<file path="src/rtl/shifter_pkg.sv">
// Shared types for the pipelined barrel shifter.
//   shift_type_e : operation class carried with each operation
//   SH_LEFT/RIGHT: direction encoding of in_dir
//   WORD_W       : width of the RV64 *W word operations
//   shift_ctrl_t : mode bits that travel down the pipeline with the data
// No ports (package).
package shifter_pkg;

    typedef enum logic [1:0] {
        SH_LOGIC = 2'b00,
        SH_ARITH = 2'b01,
        SH_ROT   = 2'b10
    } shift_type_e;

    localparam logic SH_LEFT  = 1'b0;
    localparam logic SH_RIGHT = 1'b1;

    localparam int WORD_W = 32;

    typedef struct packed {
        shift_type_e typ;
        logic        dir;
        logic        word;
    } shift_ctrl_t;

endpackage

</file>
<file path="src/rtl/shifter_pipe_if.sv">
// Operation/result bus of shifter_pipe.
//   in_valid/in_ready   : operation handshake (in_ready driven by the shifter)
//   in_a, in_shift      : operand and shift distance
//   in_type/dir/word    : operation mode
//   in_tag              : opaque tag returned with the result
//   out_valid/out_ready : result handshake (out_ready driven by the consumer)
//   out_y, out_tag      : result and its tag
// master = producer/consumer side, slave = shifter side.
interface shifter_pipe_if #(
    parameter int WIDTH = 64,
    parameter int DEPTH = $clog2(WIDTH),
    parameter int TAG_W = 5
);
    logic             in_valid;
    logic             in_ready;
    logic [WIDTH-1:0] in_a;
    logic [DEPTH-1:0] in_shift;
    logic [1:0]       in_type;
    logic             in_dir;
    logic             in_word;
    logic [TAG_W-1:0] in_tag;
    logic             out_valid;
    logic             out_ready;
    logic [WIDTH-1:0] out_y;
    logic [TAG_W-1:0] out_tag;

    modport master (
        output in_valid, in_a, in_shift, in_type, in_dir, in_word, in_tag, out_ready,
        input  in_ready, out_valid, out_y, out_tag
    );

    modport slave (
        input  in_valid, in_a, in_shift, in_type, in_dir, in_word, in_tag, out_ready,
        output in_ready, out_valid, out_y, out_tag
    );
endinterface

</file>
<file path="src/rtl/shifter_stage.sv">
// One combinational barrel stage: right shift by the fixed distance SHAMT
// when en is set, otherwise pass data through.
//   data : stage input      en   : apply this stage's distance
//   typ  : logical/arith/rotate fill
//   word : operate on the low WORD_W bits only (upper bits don't care)
//   y    : stage output
module shifter_stage
    import shifter_pkg::*;
#(
    parameter int WIDTH = 64,
    parameter int SHAMT = 1
) (
    input  logic [WIDTH-1:0] data,
    input  logic             en,
    input  shift_type_e      typ,
    input  logic             word,
    output logic [WIDTH-1:0] y
);
    logic [WIDTH-1:0] full_y;
    logic [WIDTH-1:0] word_y;

    always_comb begin
        case (typ)
            SH_ROT:   full_y = {data[SHAMT-1:0], data[WIDTH-1:SHAMT]};
            SH_ARITH: full_y = {{SHAMT{data[WIDTH-1]}}, data[WIDTH-1:SHAMT]};
            default:  full_y = {{SHAMT{1'b0}}, data[WIDTH-1:SHAMT]};
        endcase
    end

    generate
        if (SHAMT < WORD_W) begin : g_word
            // Word ops shift/rotate inside bits [31:0]; upper bits are
            // replaced by the sign extension at the pipeline exit.
            always_comb begin
                word_y = data;
                case (typ)
                    SH_ROT:   word_y[WORD_W-1:0] = {data[SHAMT-1:0], data[WORD_W-1:SHAMT]};
                    SH_ARITH: word_y[WORD_W-1:0] = {{SHAMT{data[WORD_W-1]}}, data[WORD_W-1:SHAMT]};
                    default:  word_y[WORD_W-1:0] = {{SHAMT{1'b0}}, data[WORD_W-1:SHAMT]};
                endcase
            end
        end else begin : g_noword
            // Never enabled for word ops; the top masks this distance.
            assign word_y = data;
        end
    endgenerate

    assign y = !en ? data : (word ? word_y : full_y);

endmodule

</file>
<file path="src/rtl/shifter_pipe.sv">
// Pipelined RV64/Zbb barrel shifter: SLL/SRL/SRA/ROL/ROR and their *W forms.
// A register follows every REG_EVERY barrel stages; the last register is the
// output register. Global stall: the whole pipe holds when the output is
// valid and not taken. Left shifts are done as right shifts on bit-reversed
// data (reversed again at the exit).
//   clk   : clock              rst_n : synchronous active-low reset
//   flush : kills all in-flight operations at the next edge
//   bus   : operation/result bus (shifter_pipe_if.slave)
module shifter_pipe
    import shifter_pkg::*;
#(
    parameter int WIDTH     = 64,
    parameter int DEPTH     = $clog2(WIDTH),
    parameter int REG_EVERY = 2,
    parameter int TAG_W     = 5
) (
    input  logic           clk,
    input  logic           rst_n,
    input  logic           flush,
    shifter_pipe_if.slave  bus
);
    localparam int LAT = (DEPTH + REG_EVERY - 1) / REG_EVERY;

    typedef struct packed {
        logic [WIDTH-1:0] data;
        logic [DEPTH-1:0] shamt;
        shift_ctrl_t      ctrl;
        logic [TAG_W-1:0] tag;
    } stage_t;

    function automatic logic [WIDTH-1:0] rev_bits(input logic [WIDTH-1:0] d, input logic word);
        logic [WIDTH-1:0] r;
        r = '0;
        if (word) begin
            for (int i = 0; i < WORD_W; i++) r[i] = d[WORD_W-1-i];
        end else begin
            for (int i = 0; i < WIDTH; i++) r[i] = d[WIDTH-1-i];
        end
        return r;
    endfunction

    function automatic logic [WIDTH-1:0] finish_result(input logic [WIDTH-1:0] d, input shift_ctrl_t c);
        logic [WIDTH-1:0] r;
        r = (c.dir == SH_LEFT) ? rev_bits(d, c.word) : d;
        if (c.word) begin
            for (int i = WORD_W; i < WIDTH; i++) r[i] = r[WORD_W-1];
        end
        return r;
    endfunction

    stage_t           entry_p0;
    stage_t           grp_src [LAT];
    stage_t           next_p  [LAT];
    stage_t           stage_p [LAT];
    logic [LAT-1:0]   vld_p;
    logic [WIDTH-1:0] s_in  [DEPTH];
    logic [WIDTH-1:0] s_out [DEPTH];
    logic [DEPTH-1:0] s_en;
    logic             adv;
    logic             unused_bits;

    assign adv           = !vld_p[LAT-1] || bus.out_ready;
    assign bus.in_ready  = adv && !flush;
    assign bus.out_valid = vld_p[LAT-1];
    assign bus.out_y     = stage_p[LAT-1].data;
    assign bus.out_tag   = stage_p[LAT-1].tag;

    // ---- entry: normalise mode, reverse operand for left shifts ----
    always_comb begin
        entry_p0.data      = (bus.in_dir == SH_LEFT) ? rev_bits(bus.in_a, bus.in_word) : bus.in_a;
        entry_p0.shamt     = bus.in_shift;
        entry_p0.ctrl.dir  = bus.in_dir;
        entry_p0.ctrl.word = bus.in_word;
        entry_p0.tag       = bus.in_tag;
        // Type 11 acts as logical; a left arithmetic shift is a logical one.
        entry_p0.ctrl.typ  = SH_LOGIC;
        if (bus.in_type == SH_ROT)
            entry_p0.ctrl.typ = SH_ROT;
        else if (bus.in_type == SH_ARITH && bus.in_dir == SH_RIGHT)
            entry_p0.ctrl.typ = SH_ARITH;
    end

    assign grp_src[0] = entry_p0;

    generate
        for (genvar g = 1; g < LAT; g++) begin : g_src
            assign grp_src[g] = stage_p[g-1];
        end

        for (genvar s = 0; s < DEPTH; s++) begin : g_stage
            localparam int G = s / REG_EVERY;
            if (s % REG_EVERY == 0) begin : g_head
                assign s_in[s] = grp_src[G].data;
            end else begin : g_body
                assign s_in[s] = s_out[s-1];
            end
            // Distances of 32 and up are meaningless for word ops.
            if ((1 << s) >= WORD_W) begin : g_en_word
                assign s_en[s] = grp_src[G].shamt[s] && !grp_src[G].ctrl.word;
            end else begin : g_en_full
                assign s_en[s] = grp_src[G].shamt[s];
            end
            shifter_stage #(
                .WIDTH (WIDTH),
                .SHAMT (1 << s)
            ) u_stage (
                .data (s_in[s]),
                .en   (s_en[s]),
                .typ  (grp_src[G].ctrl.typ),
                .word (grp_src[G].ctrl.word),
                .y    (s_out[s])
            );
        end

        for (genvar g = 0; g < LAT; g++) begin : g_next
            localparam int LAST = ((((g + 1) * REG_EVERY) < DEPTH) ? ((g + 1) * REG_EVERY) : DEPTH) - 1;
            if (g == LAT - 1) begin : g_out
                assign next_p[g] = {finish_result(s_out[LAST], grp_src[g].ctrl),
                                    grp_src[g].shamt, grp_src[g].ctrl, grp_src[g].tag};
            end else begin : g_mid
                assign next_p[g] = {s_out[LAST], grp_src[g].shamt, grp_src[g].ctrl, grp_src[g].tag};
            end
        end
    endgenerate

    // ---- pipeline registers p0 .. p(LAT-1); the last is the output ----
    always_ff @(posedge clk) begin
        if (!rst_n) begin
            vld_p <= '0;
            for (int r = 0; r < LAT; r++) stage_p[r] <= '0;
        end else begin
            if (flush) begin
                vld_p <= '0;
            end else if (adv) begin
                vld_p[0] <= bus.in_valid;
                for (int r = 1; r < LAT; r++) vld_p[r] <= vld_p[r-1];
            end
            if (adv) begin
                for (int r = 0; r < LAT; r++) stage_p[r] <= next_p[r];
            end
        end
    end

    // Distance bits already consumed and the output's mode bits go nowhere.
    always_comb begin
        unused_bits = ^{stage_p[LAT-1].shamt, stage_p[LAT-1].ctrl};
        for (int r = 0; r < LAT - 1; r++) unused_bits = unused_bits ^ (^stage_p[r].shamt);
    end

endmodule

</file>
<file path="src/flat_wrapper.sv">
// flat-port wrapper written by rule: the top's interface ports become plain ports
module shifter_pipe_flat import shifter_pkg::*;
#(
    parameter int WIDTH     = 64,
    parameter int DEPTH     = $clog2(WIDTH),
    parameter int REG_EVERY = 2,
    parameter int TAG_W     = 5
)
  (clk, rst_n, flush, bus_in_valid, bus_in_a, bus_in_shift, bus_in_type, bus_in_dir, bus_in_word, bus_in_tag, bus_out_ready, bus_in_ready, bus_out_valid, bus_out_y, bus_out_tag);
  shifter_pipe_if #(.WIDTH(WIDTH), .DEPTH(DEPTH), .TAG_W(TAG_W)) bus_i ();
  input  logic clk;
  input  logic rst_n;
  input  logic flush;
  input wire logic [$bits(bus_i.in_valid)-1:0] bus_in_valid;
  input wire logic [$bits(bus_i.in_a)-1:0] bus_in_a;
  input wire logic [$bits(bus_i.in_shift)-1:0] bus_in_shift;
  input wire logic [$bits(bus_i.in_type)-1:0] bus_in_type;
  input wire logic [$bits(bus_i.in_dir)-1:0] bus_in_dir;
  input wire logic [$bits(bus_i.in_word)-1:0] bus_in_word;
  input wire logic [$bits(bus_i.in_tag)-1:0] bus_in_tag;
  input wire logic [$bits(bus_i.out_ready)-1:0] bus_out_ready;
  output wire logic [$bits(bus_i.in_ready)-1:0] bus_in_ready;
  output wire logic [$bits(bus_i.out_valid)-1:0] bus_out_valid;
  output wire logic [$bits(bus_i.out_y)-1:0] bus_out_y;
  output wire logic [$bits(bus_i.out_tag)-1:0] bus_out_tag;
  assign bus_i.in_valid = bus_in_valid;
  assign bus_i.in_a = bus_in_a;
  assign bus_i.in_shift = bus_in_shift;
  assign bus_i.in_type = bus_in_type;
  assign bus_i.in_dir = bus_in_dir;
  assign bus_i.in_word = bus_in_word;
  assign bus_i.in_tag = bus_in_tag;
  assign bus_i.out_ready = bus_out_ready;
  assign bus_in_ready = bus_i.in_ready;
  assign bus_out_valid = bus_i.out_valid;
  assign bus_out_y = bus_i.out_y;
  assign bus_out_tag = bus_i.out_tag;
  shifter_pipe #(.WIDTH(WIDTH), .DEPTH(DEPTH), .REG_EVERY(REG_EVERY), .TAG_W(TAG_W)) u_core (.clk(clk), .rst_n(rst_n), .flush(flush), .bus(bus_i));
endmodule
</file>
<file path="config.mk">
export PLATFORM = sky130hd
export DESIGN_NAME = shifter_pipe_flat
export DESIGN_NICKNAME = d
export VERILOG_FILES = /design/src/rtl/shifter_pkg.sv /design/src/rtl/shifter_pipe_if.sv /design/src/rtl/shifter_stage.sv /design/src/rtl/shifter_pipe.sv /design/src/flat_wrapper.sv
export SDC_FILE = /design/constraint.sdc
export NUM_CORES = 1
export LEC_CHECK = 0
export ABC_AREA = 0
export CAP_MARGIN = 20
export CORE_MARGIN = 4
export CORE_UTILIZATION = 35
export DETAILED_ROUTE_END_ITERATION = 16
export MAX_ROUTING_LAYER = met4
export PLACE_DENSITY = 0.64
export SYNTH_ARGS = -nofsm -noshare
export SYNTH_HDL_FRONTEND = slang
export SYNTH_SLANG_ARGS = --single-unit
</file>
<file path="constraint.sdc">
create_clock -name clk -period 9.4 [get_ports clk]
set_input_delay 1.88 -clock clk [delete_from_list [all_inputs] [get_ports clk]]
set_output_delay 1.88 -clock clk [all_outputs]
set_load 0.01 [all_outputs]
</file>
; ---- Word level (Yosys, flattened, before mapping)
; Memory sizes are Yosys's and may differ from the RTL's.
; Cells that the tools add are included.
[op_classes]
eq_ne = 8
n_mux = 39
bitwise = 4
n_reduce_logical = 8
[op_table]
columns = cell, n
row1 = $mux W64, 14
row2 = $pmux W64 S2, 6
row3 = $pmux W32 S2, 5
row4 = $mux W79, 3
row5 = $mux W32, 5
row6 = $eq A2 B1 Y1 const B, 4
row7 = $eq A2 B2 Y1 const B, 4
row8 = $mux W1, 5
row9 = $logic_and A1 B1 Y1, 3
row10 = $logic_not A1 Y1, 3
row11 = $or A1 B1 Y1, 3
row12 = $mux W2, 1
row13 = $reduce_or A2 Y1, 1
row14 = $logic_or A1 B1 Y1, 1
row15 = $not A1 Y1, 1
[word_totals]
ff_bits = 3
ram_bits = 237
input_bits = 84
output_inout_bits = 71
wordCells = 61
n_memories = 1
[mem_list]
columns = name, depth, word_bits, rd, rd_ports_with_merged_regs, wr, line
row1 = u_core.stage_p, 3, 79, 3, 0, 3, shifter_pipe.sv:54  ; stage_t stage_p [LAT];

; ---- Depth between registers and ports, before layout
; Gate-level depths: netlist of run 1.
[logic_depth]
depth_word = 12
depth_mapped = 9

; ---- By module
; From an unflattened synthesis of run 1, not the netlist that was laid out.
[hier_totals]
cells_unflattened = 1427
hier_area_um2 = 16736.1
[by_module_without_submodules]
columns = module, n_inst, cells_per_inst, area_per_inst_um2, seq_area_each_um2
row1 = shifter_pipe, 1, 766, 10373.7, 6696.4
row2 = shifter_stage (u_core.g_stage[4].u_stage), 1, 144, 1292.5, 0.0
row3 = shifter_stage (u_core.g_stage[5].u_stage), 1, 124, 1142.3, 0.0
row4 = shifter_stage (u_core.g_stage[3].u_stage), 1, 120, 1067.3, 0.0
row5 = shifter_stage (u_core.g_stage[0].u_stage), 1, 85, 970.9, 0.0
row6 = shifter_stage (u_core.g_stage[2].u_stage), 1, 99, 959.7, 0.0
row7 = shifter_stage (u_core.g_stage[1].u_stage), 1, 89, 929.6, 0.0

; ---- Worst setup path after synthesis of run 1
; OpenSTA, ideal clock, no wires.
[synth_timing]
path_type = input to register
start = input port bus_out_ready
end = memory u_core.stage_p[0][0] in the netlist's numbering (enable)
arrival_time_ns = 5.771
slack_ns = 1.903
cell_stages = 2
path_buffers = 0
cell_sequence = nor2b_1 nand2_1
[synth_lines]
columns = item, line
row1 = "start, declared", flat_wrapper.sv:21  ; input wire logic [$bits(bus_i.out_ready)-1:0] bus_out_ready;
row2 = "end, declared", shifter_pipe.sv:54

; ---- Worst setup path after layout of run 1
[layout_timing]
start = input port bus_out_ready
end = output port bus_in_ready
[layout_between]
elab_chain_len = 2
[layout_rtl]
columns = item, line
row1 = $logic_or A1 B1 Y1, shifter_pipe.sv:62  ; assign adv = !vld_p[LAT-1] || bus.out_ready;
row2 = $logic_and A1 B1 Y1, shifter_pipe.sv:63  ; assign bus.in_ready = adv && !flush;
row3 = "end, declared", flat_wrapper.sv:22  ; output wire logic [$bits(bus_i.in_ready)-1:0] bus_in_ready;
; No other way between the ends.

==> results of run 1 <==
per-stage QoR:
step / setup slack (ns) / hold slack, ns
4_1_cts: 4.21 / 0.452
3_3_place_gp: 4.25 / 0.439
2_1_floorplan: 1.90 / 0.432
5_1_grt: 4.08 / 0.499
3_5_place_dp: 4.22 / 0.445
6_report: 4.23 / 0.455
cells in the mapped netlist, types with 14 or more instances:
library cell    n
edfxtp_1      221
o21ai_0        94
buf_2          60
a211oi_1       58
mux2_2         84
nand2_1       160
a2111oi_0      31
a21oi_1       133
o22ai_1        62
inv_1          14
o31ai_1        16
nor2_1        203
mux2i_1        93
a22oi_1        37
o32ai_1        17
clkbuf_1       73
nor2b_1        41
and3_1         36
o221ai_1       41
state kept, by name, indices dropped and copies added (netlist names):
signal and cells:
u_core.stage_p 221, u_core.vld_p 3
final cells by class:
cell class,count,share of cell area (%)
clock buffer,32,3.64
clock inverter,10,0.336
inverter,17,0.357
multi-input combinational,1233,44.5
sequential,224,37.4
tap,585,4.09
timing repair buffer,180,9.64
per-layer routing:
metal	wire length [µm]	vias up
li1	-	6345
met1	21700	6591
met2	23700	833
met3	5050	155
met4	2230	0
met5	0	-
where the power goes:
part | total [mW] | switching (mW) | internal (mW)
sequential | 1.24 | 0.0653 | 1.18
combinational | 0.529 | 0.307 | 0.223
clock | 0.887 | 0.398 | 0.488
logic make-up (layout without fill, tap and decap cells):
group | after synthesis | in the layout | share of synthesized area (%)
compound gates | 560 | 560 | 24.3
mux | 182 | 182 | 12.9
flops | 224 | 224 | 43.5
fa+ha+maj | 4 | 4 | 0.325
simple gates | 487 | 487 | 14.1
buf+inv | 170 | 239 | 4.83
worst paths after layout:
path,from,to,slack (ns),cells after the start
setup reg to reg,u_core.stage_p[0][92],u_core.stage_p[0][190],5.31,6
setup / recovery,bus_out_ready,bus_in_ready,4.23,4
hold reg to reg,u_core.vld_p[0],u_core.vld_p[0],0.46,2
hold / removal,u_core.vld_p[0],u_core.vld_p[0],0.46,2
worst register-to-register path, cell delays in order (launching register included):
cell	delay, ns
edfxtp_1	0.32
buf_4	0.55
nor2b_4	0.93
nand2_1	0.70
o21ai_0	0.45
mux2i_1	0.13
a221oi_1	0.71
==> results.py, run 1 <==
metrics = {
    "run_status": {
        "status": "completed",
    },
    "routing": {
        "vias_per_cell": 6.10,
        "drt_iter0_drc": 1707,
        "via_count": 13900,
        "drc": 0,
        "post_drt_wl_per_cell_um": 23.1,
        "antenna_left": 0,
        "dr.pass1.iters": 6,
        "finalWirelength_um": 52700,
    },
    "cts": {
        "postCtsResizedCells": 0,
        "clk_path_buf_depth": 3,
        "htree_levels": 1,
        "insertion_delay_ns": 0.54,
        "cts_setup_buffers": 0,
        "cts_hold_buf": 0,
        "cts_tree": "built",
        "clock-sinks": 224,
        "cts-root-buf": "clkbuf_16",
        "clkTransAtPathRegs_ns": 0.06,
        "cts_buffers": 24,
    },
    "power_and_ir_drop": {
        "ir_drop_mv": 0.142,
        "power.leakage_nw": 6.48,
        "p_total_mw": 2.66,
        "power_density_nw_per_um2": 149,
    },
    "die": {
        "core_area_um2": 43300,
        "die_w_um": 218,
        "die-area_um2": 47400,
        "pin_count": 155,
        "die_h_um": 218,
        "fp-row-count": 76,
        "initial_utilization_pct": 35.5,
    },
    "layout": {
        "seq_area_um2": 6700,
        "postLayoutCoreUtil_pct": 41.4,
        "instances_no_fill": 2281,
        "finish.instance_area_um2": 17900,
        "final_cell_mix": "edfxtp_1, nor2_1, nand2_1",
        "fill_cells": 4168,
        "final_common_cell": "edfxtp_1",
        "synthToLayoutAreaGrowth_pct": 16.4,
        "drive_gt1_share_pct": 10.1,
        "n_antenna_cell": 0,
        "nets": 1768,
        "multi_input_area_um2": 7970,
    },
    "logic_synthesis": {
        "synth_top_area_cell": "edfxtp_1",
        "synth_edf_count": 221,
        "yosysSeqAreaShare_pct": 43.5,
        "async_flop_share_pct": 0,
        "synth_top_flop_cell": "edfxtp_1",
        "synthesis.area_um2": 15400,
        "avgSynthCellArea_um2": 9.45,
        "syn_inst": 1627,
        "syn-num-nets": 1715,
        "synth_area_leaders": "edfxtp_1, mux2_2, mux2i_1",
        "synth_top_area_share_pct": 43.2,
        "yosysWarnings": 0,
        "synth-seq-cells": 224,
        "synth.distinct_cells": 66,
    },
    "sta": {
        "rsz0062_at_grt": "false",
        "skew_ns": 0.0139,
        "hold_viol_final": 0,
        "worst_slew_pin_slew_ns": 1.10,
        "maxSlewHeadroom_pct": 26.6,
        "fmax_mhz": 193,
        "fin_setup_tns_ns": 0,
        "finalCritPeriodShare_pct": 55.0,
        "finalSetupViolCount": 0,
        "slew_viol_final": 0,
        "fin_crit_ns": 5.17,
    },
    "placement": {
        "port_buffers": 154,
        "gp_congestion": 0.996,
        "placedInstanceArea_um2": 17200,
        "dpl.hpwl_um": 37500,
        "place_inst": 2239,
    },
    "critical_path": {
        "path_max_fanout": 6,
        "cpPeakStageDelay_ns": 0.49,
        "crit_slowest_cell": "clkdlybuf4s50_1",
        "cp_top_family": "buffers and inverters",
        "critPathKind": "in -> out",
        "crit_buf_inv": 2,
        "path_cells": "clkdlybuf4s50_1, nor2b_1, nor2_1, clkdlybuf4s50_1",
        "start_kind": "input port",
        "required_ns": 7.52,
        "critPathArrivalTime_ns": 3.29,
        "cp_common_cell": "clkdlybuf4s50_1",
        "crit_path_end_kind": "output pin",
    },
    "hold_path": {
        "hold_class": "reg -> reg",
    },
    "grt": {
        "grtUsageMet1_pct": 28.8,
        "grt_pass1_vias": 13200,
        "globalRoute.totalOverflow": 0,
        "top_usage_layer": "met2",
        "grt_use_total_pct": 21.6,
        "grt_antenna_before_repair": 0,
        "grt.met2_usage_pct": 33.2,
        "grtUsageMet3_pct": 3.98,
        "grt_max_degree": 92,
        "grt_pass1_wl_um": 79600,
    },
    "job": {
        "max_cap_viol_count": 0,
    },
}
Power figures use the tool's default switching activity.
==> run 2, diff against run 1 <==
Settings changed: PLACE_DENSITY 0.64 to 0.66.
Clock period 9.4 ns to 4.4 ns, I/O delays scaled along.
==> run 2 against run 1 <==
Critical path depth did not move. Setup slack got worse by 3.1 ns. Largest cell class unchanged. First-iteration DRC count fell by 20%. Routed wire length rose by 1.8%.
==> results.py, run 2 (synthesized netlist as in run 1, its figures left out) <==
metrics = {
    "layout": {
        "largestRegisters": "u_core.stage_p x221, u_core.vld_p x3",
        "seq_area_um2": 6700,
        "final_cell_mix": "edfxtp_1, nor2_1, nand2_1",
        "synthToLayoutAreaGrowth_pct": 18.2,
        "multi_input_area_um2": 7970,
        "postLayoutCoreUtil_pct": 42.0,
        "final_common_cell": "edfxtp_1",
        "drive_gt1_share_pct": 11.0,
        "nets": 1785,
        "fill_cells": 4175,
        "largest_register_ffs": 221,
        "regMostFlops": "u_core.stage_p",
    },
    "die": {
        "die_h_um": 218,
        "fp-row-count": 76,
        "pin_count": 155,
        "die-area_um2": 47400,
        "initial_utilization_pct": 35.5,
        "core_area_um2": 43300,
        "die_w_um": 218,
    },
    "grt": {
        "grt.met2_usage_pct": 35.8,
        "grt_antenna_before_repair": 1,
        "grt_pass1_vias": 13300,
        "grt_max_degree": 83,
        "grtUsageMet1_pct": 29.9,
        "grt_pass1_wl_um": 81800,
        "grtUsageMet3_pct": 3.02,
        "grt_use_total_pct": 22.4,
        "top_usage_layer": "met2",
        "globalRoute.totalOverflow": 0,
    },
    "power_and_ir_drop": {
        "ir_drop_mv": 0.275,
        "power_density_nw_per_um2": 327,
        "power.leakage_nw": 6.62,
        "switchingPower_mw": 1.67,
        "p_comb_share_pct": 19.3,
        "pwr-share-clk_pct": 35.8,
        "seqPwrFrac_pct": 44.8,
        "swShare_pct": 28.1,
        "p_int_mw": 4.26,
    },
    "sta": {
        "hold_viol_final": 0,
        "slew_viol_final": 0,
        "finalSetupViolCount": 0,
        "rsz0062_at_grt": "false",
        "layout_setup_ws_ns": 1.09,
        "skew_ns": 0.0324,
        "fin_setup_tns_ns": 0,
        "fin_crit_ns": 3.31,
        "fmax_mhz": 302,
        "maxSlewHeadroom_pct": 31.7,
        "worst_slew_pin_slew_ns": 1.02,
        "finalCritPeriodShare_pct": 75.1,
    },
    "cts": {
        "cts_setup_buffers": 0,
        "cts-root-buf": "clkbuf_16",
        "htree_levels": 1,
        "postCtsResizedCells": 0,
        "cts_tree": "built",
        "insertion_delay_ns": 0.56,
        "clk_path_buf_depth": 3,
        "clkTransAtPathRegs_ns": 0.06,
        "clock-sinks": 224,
        "cts_buffers": 26,
        "cts_hold_buf": 0,
    },
    "job": {
        "max_cap_viol_count": 0,
    },
    "hold_path": {
        "min_from": "u_core.vld_p[0]",
        "hold_depth": 2,
        "hold_class": "reg -> reg",
    },
    "run_status": {
        "status": "completed",
    },
    "placement": {
        "gp_congestion": 0.995,
        "dpl.hpwl_um": 39300,
        "place_ws_ns": 0.848,
        "port_buffers": 154,
    },
    "routing": {
        "dr.pass1.iters": 6,
        "drt_iter0_drc": 1358,
        "drc": 0,
        "finalWirelength_um": 53600,
        "antenna_left": 0,
        "vias_per_cell": 6.00,
        "post_drt_wl_per_cell_um": 23.3,
        "via_count": 13800,
    },
    "critical_path": {
        "path_max_fanout": 6,
        "critPathKind": "in -> out",
        "reg2reg_depth": 6,
        "crit_path_end_kind": "output pin",
        "start_kind": "input port",
        "regToRegStartpoint": "u_core.stage_p[0][92]",
        "crit_path_end": "bus_in_ready",
        "required_ns": 3.52,
        "r2r_end": "u_core.stage_p[0][231]",
        "reg2reg_slack_ns": 1.15,
        "critPathArrivalTime_ns": 2.43,
        "startpoint": "bus_out_ready",
    },
}
run 2: area by class of cell:
class,count,area share [%]
multi-input combinational,1233,43.8
sequential,224,36.9
timing repair buffer,195,10.3
tap,585,4.03
clock buffer,32,3.70
clock inverter,15,0.909
inverter,17,0.351
antenna,1,0.0138
run 2: worst min path at each step:
stage / to / slack, ns
after floorplan: u_core.vld_p[0] / 0.43
after global placement: u_core.vld_p[1] / 0.44
after detailed placement: u_core.vld_p[0] / 0.45
after CTS: u_core.vld_p[0] / 0.46
after global routing: u_core.vld_p[0] / 0.50
final: u_core.vld_p[0] / 0.46
run 2: metal layers:
| metal | share of wire [%] | up-vias |
|---|---|---|
| li1 | - | 6402 |
| met1 | 43 | 6620 |
| met2 | 47 | 675 |
| met3 | 7.2 | 105 |
| met4 | 3.3 | 0 |
| met5 | 0 | - |
run 2: power by group through the flow:
| stage | Clock, mW | Combinational (mW) | Sequential (mW) |
|---|---|---|---|
| floorplan | 0 | 0.674 | 2.65 |
| global placement | 0 | 1.12 | 2.70 |
| detailed placement | 0 | 1.13 | 2.70 |
| CTS | 2.16 | 1.13 | 2.66 |
| global route | 2.24 | 1.23 | 2.67 |
| finish | 2.13 | 1.15 | 2.66 |
run 2: through the flow:
step / cell area [µm²] / std cells / power [mW] / hold WS, ns
2_1_floorplan: 15400 / 1627 / 3.32 / 0.432
4_1_cts: 18200 / 2301 / 5.95 / 0.463
6_report: 18200 / 2302 / 5.93 / 0.460
3_5_place_dp: 17300 / 2254 / 3.83 / 0.454
3_3_place_gp: 17300 / 2254 / 3.82 / 0.439
5_1_grt: 18200 / 2302 / 6.15 / 0.498
run 2: critical path, cell delays in order:
cell	delay, ns
clkdlybuf4s50_1	0.42
nor2b_1	0.54
nor2_1	0.08
clkdlybuf4s50_1	0.50
